==> src/rtl/universal_shift_reg.sv <==
// Universal shift register with parallel load, shifts, rotates and an
// automatic LSB-first serialiser sequenced by a small IDLE/SHIFT/DONE FSM.
module universal_shift_reg #(
    parameter int              WIDTH     = 8,
    parameter logic [WIDTH-1:0] RESET_VAL = {WIDTH{1'b0}}
) (
    input  logic             clk,
    input  logic             rst_n,
    input  logic             enable,
    input  logic [2:0]       mode,
    input  logic [WIDTH-1:0] d,
    input  logic             sin_l,
    input  logic             sin_r,
    input  logic             start,
    output logic [WIDTH-1:0] q,
    output logic             sout_r,
    output logic             sout_l,
    output logic             busy,
    output logic             done
);

    localparam int CW = ($clog2(WIDTH) > 1) ? $clog2(WIDTH) : 1;

    // Last counter value seen in SHIFT; the shift taken from here ends the serialise.
    localparam logic [CW-1:0] CNT_LAST = CW'(WIDTH - 2);

    localparam logic [1:0] ST_IDLE  = 2'd0;
    localparam logic [1:0] ST_SHIFT = 2'd1;
    localparam logic [1:0] ST_DONE  = 2'd2;

    logic [WIDTH-1:0] q_r;
    logic [WIDTH-1:0] q_nxt_s;
    logic [CW-1:0]    cnt_r;
    logic [CW-1:0]    cnt_nxt_s;
    logic [1:0]       state_r;
    logic [1:0]       state_nxt_s;
    logic             busy_r;
    logic             done_r;

    // Next-state, next-data and counter decode; everything holds when enable is low.
    always_comb begin
        q_nxt_s     = q_r;
        cnt_nxt_s   = cnt_r;
        state_nxt_s = state_r;
        if (enable) begin
            case (state_r)
                ST_IDLE: begin
                    if (start) begin
                        q_nxt_s     = d;
                        cnt_nxt_s   = {CW{1'b0}};
                        state_nxt_s = ST_SHIFT;
                    end else begin
                        case (mode)
                            3'b000:  q_nxt_s = q_r;
                            3'b001:  q_nxt_s = d;
                            3'b010:  q_nxt_s = {sin_l, q_r[WIDTH-1:1]};
                            3'b011:  q_nxt_s = {q_r[WIDTH-2:0], sin_r};
                            3'b100:  q_nxt_s = {q_r[0], q_r[WIDTH-1:1]};
                            3'b101:  q_nxt_s = {q_r[WIDTH-2:0], q_r[WIDTH-1]};
                            3'b110:  q_nxt_s = {q_r[WIDTH-1], q_r[WIDTH-1:1]};
                            3'b111:  q_nxt_s = {WIDTH{1'b0}};
                            default: q_nxt_s = q_r;
                        endcase
                    end
                end
                ST_SHIFT: begin
                    q_nxt_s   = {sin_l, q_r[WIDTH-1:1]};
                    cnt_nxt_s = cnt_r + CW'(1'b1);
                    if (cnt_r == CNT_LAST) begin
                        state_nxt_s = ST_DONE;
                    end else begin
                        state_nxt_s = ST_SHIFT;
                    end
                end
                ST_DONE: begin
                    state_nxt_s = ST_IDLE;
                end
                default: begin
                    state_nxt_s = ST_IDLE;
                end
            endcase
        end else begin
            state_nxt_s = state_r;
        end
    end

    // State registers; busy/done are registered copies of the next state decode.
    always_ff @(posedge clk or negedge rst_n) begin
        if (!rst_n) begin
            q_r     <= RESET_VAL;
            cnt_r   <= {CW{1'b0}};
            state_r <= ST_IDLE;
            busy_r  <= 1'b0;
            done_r  <= 1'b0;
        end else begin
            q_r     <= q_nxt_s;
            cnt_r   <= cnt_nxt_s;
            state_r <= state_nxt_s;
            busy_r  <= (state_nxt_s == ST_SHIFT);
            done_r  <= (state_nxt_s == ST_DONE);
        end
    end

    assign q      = q_r;
    assign sout_r = q_r[0];
    assign sout_l = q_r[WIDTH-1];
    assign busy   = busy_r;
    assign done   = done_r;

endmodule

==> config.mk <==
export PLATFORM = sky130hd
export DESIGN_NAME = universal_shift_reg
export DESIGN_NICKNAME = d
export VERILOG_FILES = /design/src/rtl/universal_shift_reg.sv
export SDC_FILE = /design/constraint.sdc
export NUM_CORES = 1
export LEC_CHECK = 0
export BUFFER_PORTS_ARGS = -buffer_cell sky130_fd_sc_hd__buf_2
export CAP_MARGIN = 20
export CORE_AREA = 2 2 45 47
export DETAILED_ROUTE_END_ITERATION = 10
export DIE_AREA = 0 0 47 49
export GPL_ROUTABILITY_DRIVEN = 0
export PLACE_DENSITY_LB_ADDON = 0.15
export SLEW_MARGIN = 15
export SYNTH_ARGS = -nofsm -noshare
export SYNTH_HDL_FRONTEND = slang
export SYNTH_SLANG_ARGS = --single-unit
==> constraint.sdc <==
create_clock -name clk -period 3.3 [get_ports clk]
set_input_delay 0 -clock clk [delete_from_list [all_inputs] [get_ports clk]]
set_output_delay 0 -clock clk [all_outputs]
set_load 0.02 [all_outputs]
; After elaboration in Yosys (flattened, before gate mapping)
; Index checks and enable logic that the tools add are counted.
; W data, S select, Z words.
[classes]
addsub = 1
eq_ne = 14
n_mux = 9
reduce_logical = 6
[ops]
columns = operator, count
row1 = $pmux W8 S7, 1
row2 = $pmux W8 S2, 1
row3 = $eq A3 B3 Y1 const B, 5
row4 = $mux W8, 1
row5 = $eq A3 B2 Y1 const B, 2
row6 = $mux W2, 3
row7 = $ne A3 B3 Y1 const B, 2
row8 = $pmux W3 S2, 1
row9 = $reduce_and A3 Y1, 2
row10 = $eq A2 B1 Y1 const B, 2
row11 = $pmux W2 S2, 1
row12 = $reduce_and A4 Y1, 1
row13 = $add A3 B1 Y3 const B, 1
row14 = $eq A3 B1 Y1 const B, 1
row15 = $logic_not A3 Y1, 1
row16 = $mux W3, 1
row17 = $eq A2 B2 Y1 const B, 1
row18 = $logic_not A2 Y1, 1
row19 = $ne A2 B2 Y1 const B, 1
row20 = $reduce_bool A2 Y1, 1
[totals]
ff_bits = 15
out_inout_bits = 12
elab_cells = 36

; Logic depth before layout (Yosys ltp)
[logic_depth]
ltp_word = 5
depth_mapped = 6
ltp_nobuf = 6

; Worst setup path after synthesis
; No wires, ideal clock.
[synth_timing]
kind = reg-to-reg
start = register state_r[0]
end = register q_r[2] (netlist: q[2])
setup_time_ps = 124
arrival_ps = 1363
t_required_ps = 3176
slack_ps = 1812
stages_incl_launch_ff = 6
path_buffers = 1
synth_period_minus_slack_ps = 1488
cell_sequence = dfrtp_1 or3_4 o31a_4 buf_6 nor2_1 a21oi_1
[synth_between]
elab_chain_len = 3
elab_cells_between_ends = 6
cone_classes = eq/ne: 2 / mux: 1 / reduce/logical: 3
[synth_lines]
columns = item, line
row1 = "start, declared", 35  ; logic [1:0] state_r;
row2 = "start signal, assigned", 98  ; state_r <= state_nxt_s;
row3 = $logic_not A2 Y1 or $eq A2 B1 Y1 (tied branches), 46  ; case (state_r)
row4 = $ne A3 B3 Y1 (no source line) or $reduce_bool A2 Y1 (tied branches), n/a
row5 = $reduce_and A3 Y1 (no source line), n/a
row6 = "end signal, assigned", 96  ; q_r <= q_nxt_s;
row7 = "end, declared", 31  ; logic [WIDTH-1:0] q_r;
; Parallel ways exist; a longest one is shown, timed or not.
; A chain may end at the register's enable or synchronous reset.

; Worst setup path after layout
[layout_timing]
start = register state_r[0]
end = register q_r[0] (netlist: q[0])
; The elaborated chain is that of the path after synthesis.

==> results.md <==
- Max-slew violations: 0
- Critical path buffer and inverter count: 0
- Worst setup path class: register to register
- N_diodes: 0
- Crit path max fanout: 15
- TritonCTS clock tree: built
- Clock transition at path regs: 100 ps
- Clk buf depth: 2
- Total Wirelength: 1990 µm
- Slew @ Worst Pin: 548 ps
- Arrival @ worst endpoint: 1790 ps
- Power Total: 906 µW
- Seq cells post-synth: 15
- Root Buffer: clkbuf_4
- Warnings, synthesis: 0
- Share of cells above drive strength 1: 29.0%
- Vias: 842
- # Max-Cap Violations: 0
- Largest net degree at the start of global routing: 16
- Req. time, crit path: 3490 ps
- CTS buffer count: 3
- DRC: 0
- Cell Pwr Density: 834 nW/µm²
- Pre-CTS setup slack: 1720 ps
- Worst setup margin: 1700 ps
- Synth-to-layout area growth: 21.1%
- Max rail drop VDD: 0.000439 V
- Worst path slowest cell: dfrtp_1
- Fin util: 59.0%
- P_leak: 0.000496 µW
- GRT Overall Usage: 19.2%
- Starting density of the core: 48.7%
- Initial antenna violation count: 0
- Worst hold path depth: 3
- Post-route ant nets: 0
- Core area: 1840 µm²
- Worst-Skew Late Latency: 300 ps
- Sequential area share after synthesis: 41.8%
- Cells after Synth: 95
- Filler instances: 183
- Area contributors post-synth: dfrtp_1 42%, a32o_1 6.7%, a21oi_1 5.6%, a22oi_1 5.0%, o21ai_0 3.3%
- Fin. Hold Viols: 0
- DIE WIDTH: 47 µm
- Dpl cells: 144
- Synth top area share: 41.8%
- Crit-path cells: or3_4, o31a_4, o221a_1
- Worst r2r src: state_r[0]
- Port buffer count: 28
- R2r setup slk: 1700 ps
- Yosys cell types: 29
- Number of global-route vias before repair: 721
- Final Critical Period: 1600 ps
- Post-CTS sizing: 0
- Hold Crit Class: input pin to register
- Clock sink count: 15
- Post-route non-filler standard cell count: 151
- Min-delay src: start
- Syn_area_per_cell: 9.44 µm²
- WHS Endpoint: state_r[0]
- RSZ-0062 raised after global routing: false
- Final setup fails: 0
- Detailed placer's ending HPWL: 1400 µm
- CP top delay family: compound AO/OA/AOI/OAI gates
- Cell Rows: 16
- Top-count cell post-synth: dfrtp_1
- Gr ovfl total: 0
- Worst rel slew slack: 63.4%
- CP Launch Point: state_r[0]
- Synth Flop Type: dfrtp_1
- WL/cell: 13.2 µm
- RR Endpoint: q[0]
- Crit path capture type: register
- Post-synth EDFFs: 0
- Synthesized Nets: 114
- DIE HEIGHT: 49 µm
- Most frequent cells after synthesis: 15 x dfrtp_1, 10 x a21oi_1, 8 x nand2_1
- Critical Path Source Type: register
- Nets@finish: 144
- Status: complete, no violations
- Vias/cell: 5.58
- Final TNS setup: 0 ps
- Skew final: 7.54 ps
- Htree depth: 1
- Async SR Flop Fraction: 100%
- Fin crit share: 48.6%
- CP peak stage delay: 460 ps
- Top Ports: 29
- Post-synthesis cell area: 897 µm²
- Drt first pass iters: 4
- Post-CTS setup repair buffer count: 0
- First-pass GRT wire length: 3240 µm
- Die area: 2300 µm²
- Iter 0 DRT Violations: 33
- Post-synth top area cell: dfrtp_1
- Peak Freq: 0.623 GHz
- FF-to-FF path depth: 3
-- metal layers --
metal	wire length (µm)	up-vias	track usage, %
li1	-	413	-
met4	33	0	7.41
met5	0	-	0
met2	855	36	25.6
met1	961	389	30.8
met3	141	4	2.59
-- placed cells by master (no fill, tap or decap), types with 2 or more instances in the layout --
cell type      synthesis  final
o21ai_0                6      6
buf_2                  0     28
nor2_1                 7      7
nand3b_1               3      3
a32o_1                 6      6
nand2b_1               2      2
inv_1                  6      6
dfrtp_1               15     15
nand2_1                8      8
a22oi_1                6      6
a21oi_1               10     10
ha_1                   2      2
nor2b_1                4      4
dlygate4sd3_1          0      3
clkbuf_4               0      3
-- area by class of cell --
| class | instances | area (µm²) | share of cell area, % |
|---|---|---|---|
| repair buffers | 31 | 170 | 15.7 |
| well taps | 27 | 33.8 | 3.11 |
| clock buffers | 3 | 22.5 | 2.07 |
| multi-input cells | 68 | 454 | 41.8 |
| clock inverters | 1 | 7.51 | 0.691 |
| flip-flops and latches | 15 | 375 | 34.6 |
| inverters | 6 | 22.5 | 2.07 |
-- registers in the layout, indices dropped and copies added, names as in the netlist --
| name | cells |
|---|---|
| busy | 1 |
| cnt_r | 3 |
| done | 1 |
| q | 8 |
| state_r | 2 |
-- power by group --
part / internal (µW) / switching (µW) / leakage [µW] / total, µW
logic: 180 / 256 / 0.000307 / 436
registers: 267 / 88.7 / 0.000175 / 356
clock network: 46.2 / 67.9 / 0.0000139 / 114
-- per-stage QoR --
stage,hold slack [ps],cell area [µm²]
2_1_floorplan,-296,897
3_3_place_gp,-72.0,1030
3_5_place_dp,-70.6,1030
4_1_cts,66.8,1090
5_1_grt,101,1090
6_report,60.1,1090
-- cells by family (layout without fill, tap and decap cells) --
| kind of cell | Yosys count | in the layout | synth area share, % |
|---|---|---|---|
| XOR/XNOR | 1 | 1 | 0.976 |
| adder cells (fa/ha/maj) | 2 | 2 | 2.79 |
| buffers and inverters | 12 | 41 | 7.53 |
| flip-flops | 15 | 15 | 41.8 |
| AO/OA/AOI/OAI | 38 | 38 | 31.0 |
| multiplexers | 1 | 1 | 1.12 |
| AND/OR/NAND/NOR | 26 | 26 | 14.8 |
-- worst reg2reg max path: cells and delay by family (launching register included) --
| family | cells | cell delay, ps |
|---|---|---|
| AO/OA/AOI/OAI | 2 | 620 |
| flip-flops | 1 | 460 |
| AND/OR/NAND/NOR | 1 | 420 |
-- worst max-delay path by stage --
stage | endpoint | slack, ps | cells past startpoint
floorplan | q[2] | 1810 | 5
global placement | q[0] | 1750 | 3
detailed placement | q[0] | 1720 | 3
CTS | q[0] | 1700 | 3
global route | q[0] | 1640 | 3
finish | q[0] | 1700 | 3
-- repair_timing --
action | 4_1_cts | 5_1_grt
hold endpoints to repair | 17 | 0
setup endpoints to repair | 0 | 0
hold buffers | 3 | 0
No activity file was read; power rests on OpenSTA's default activity.
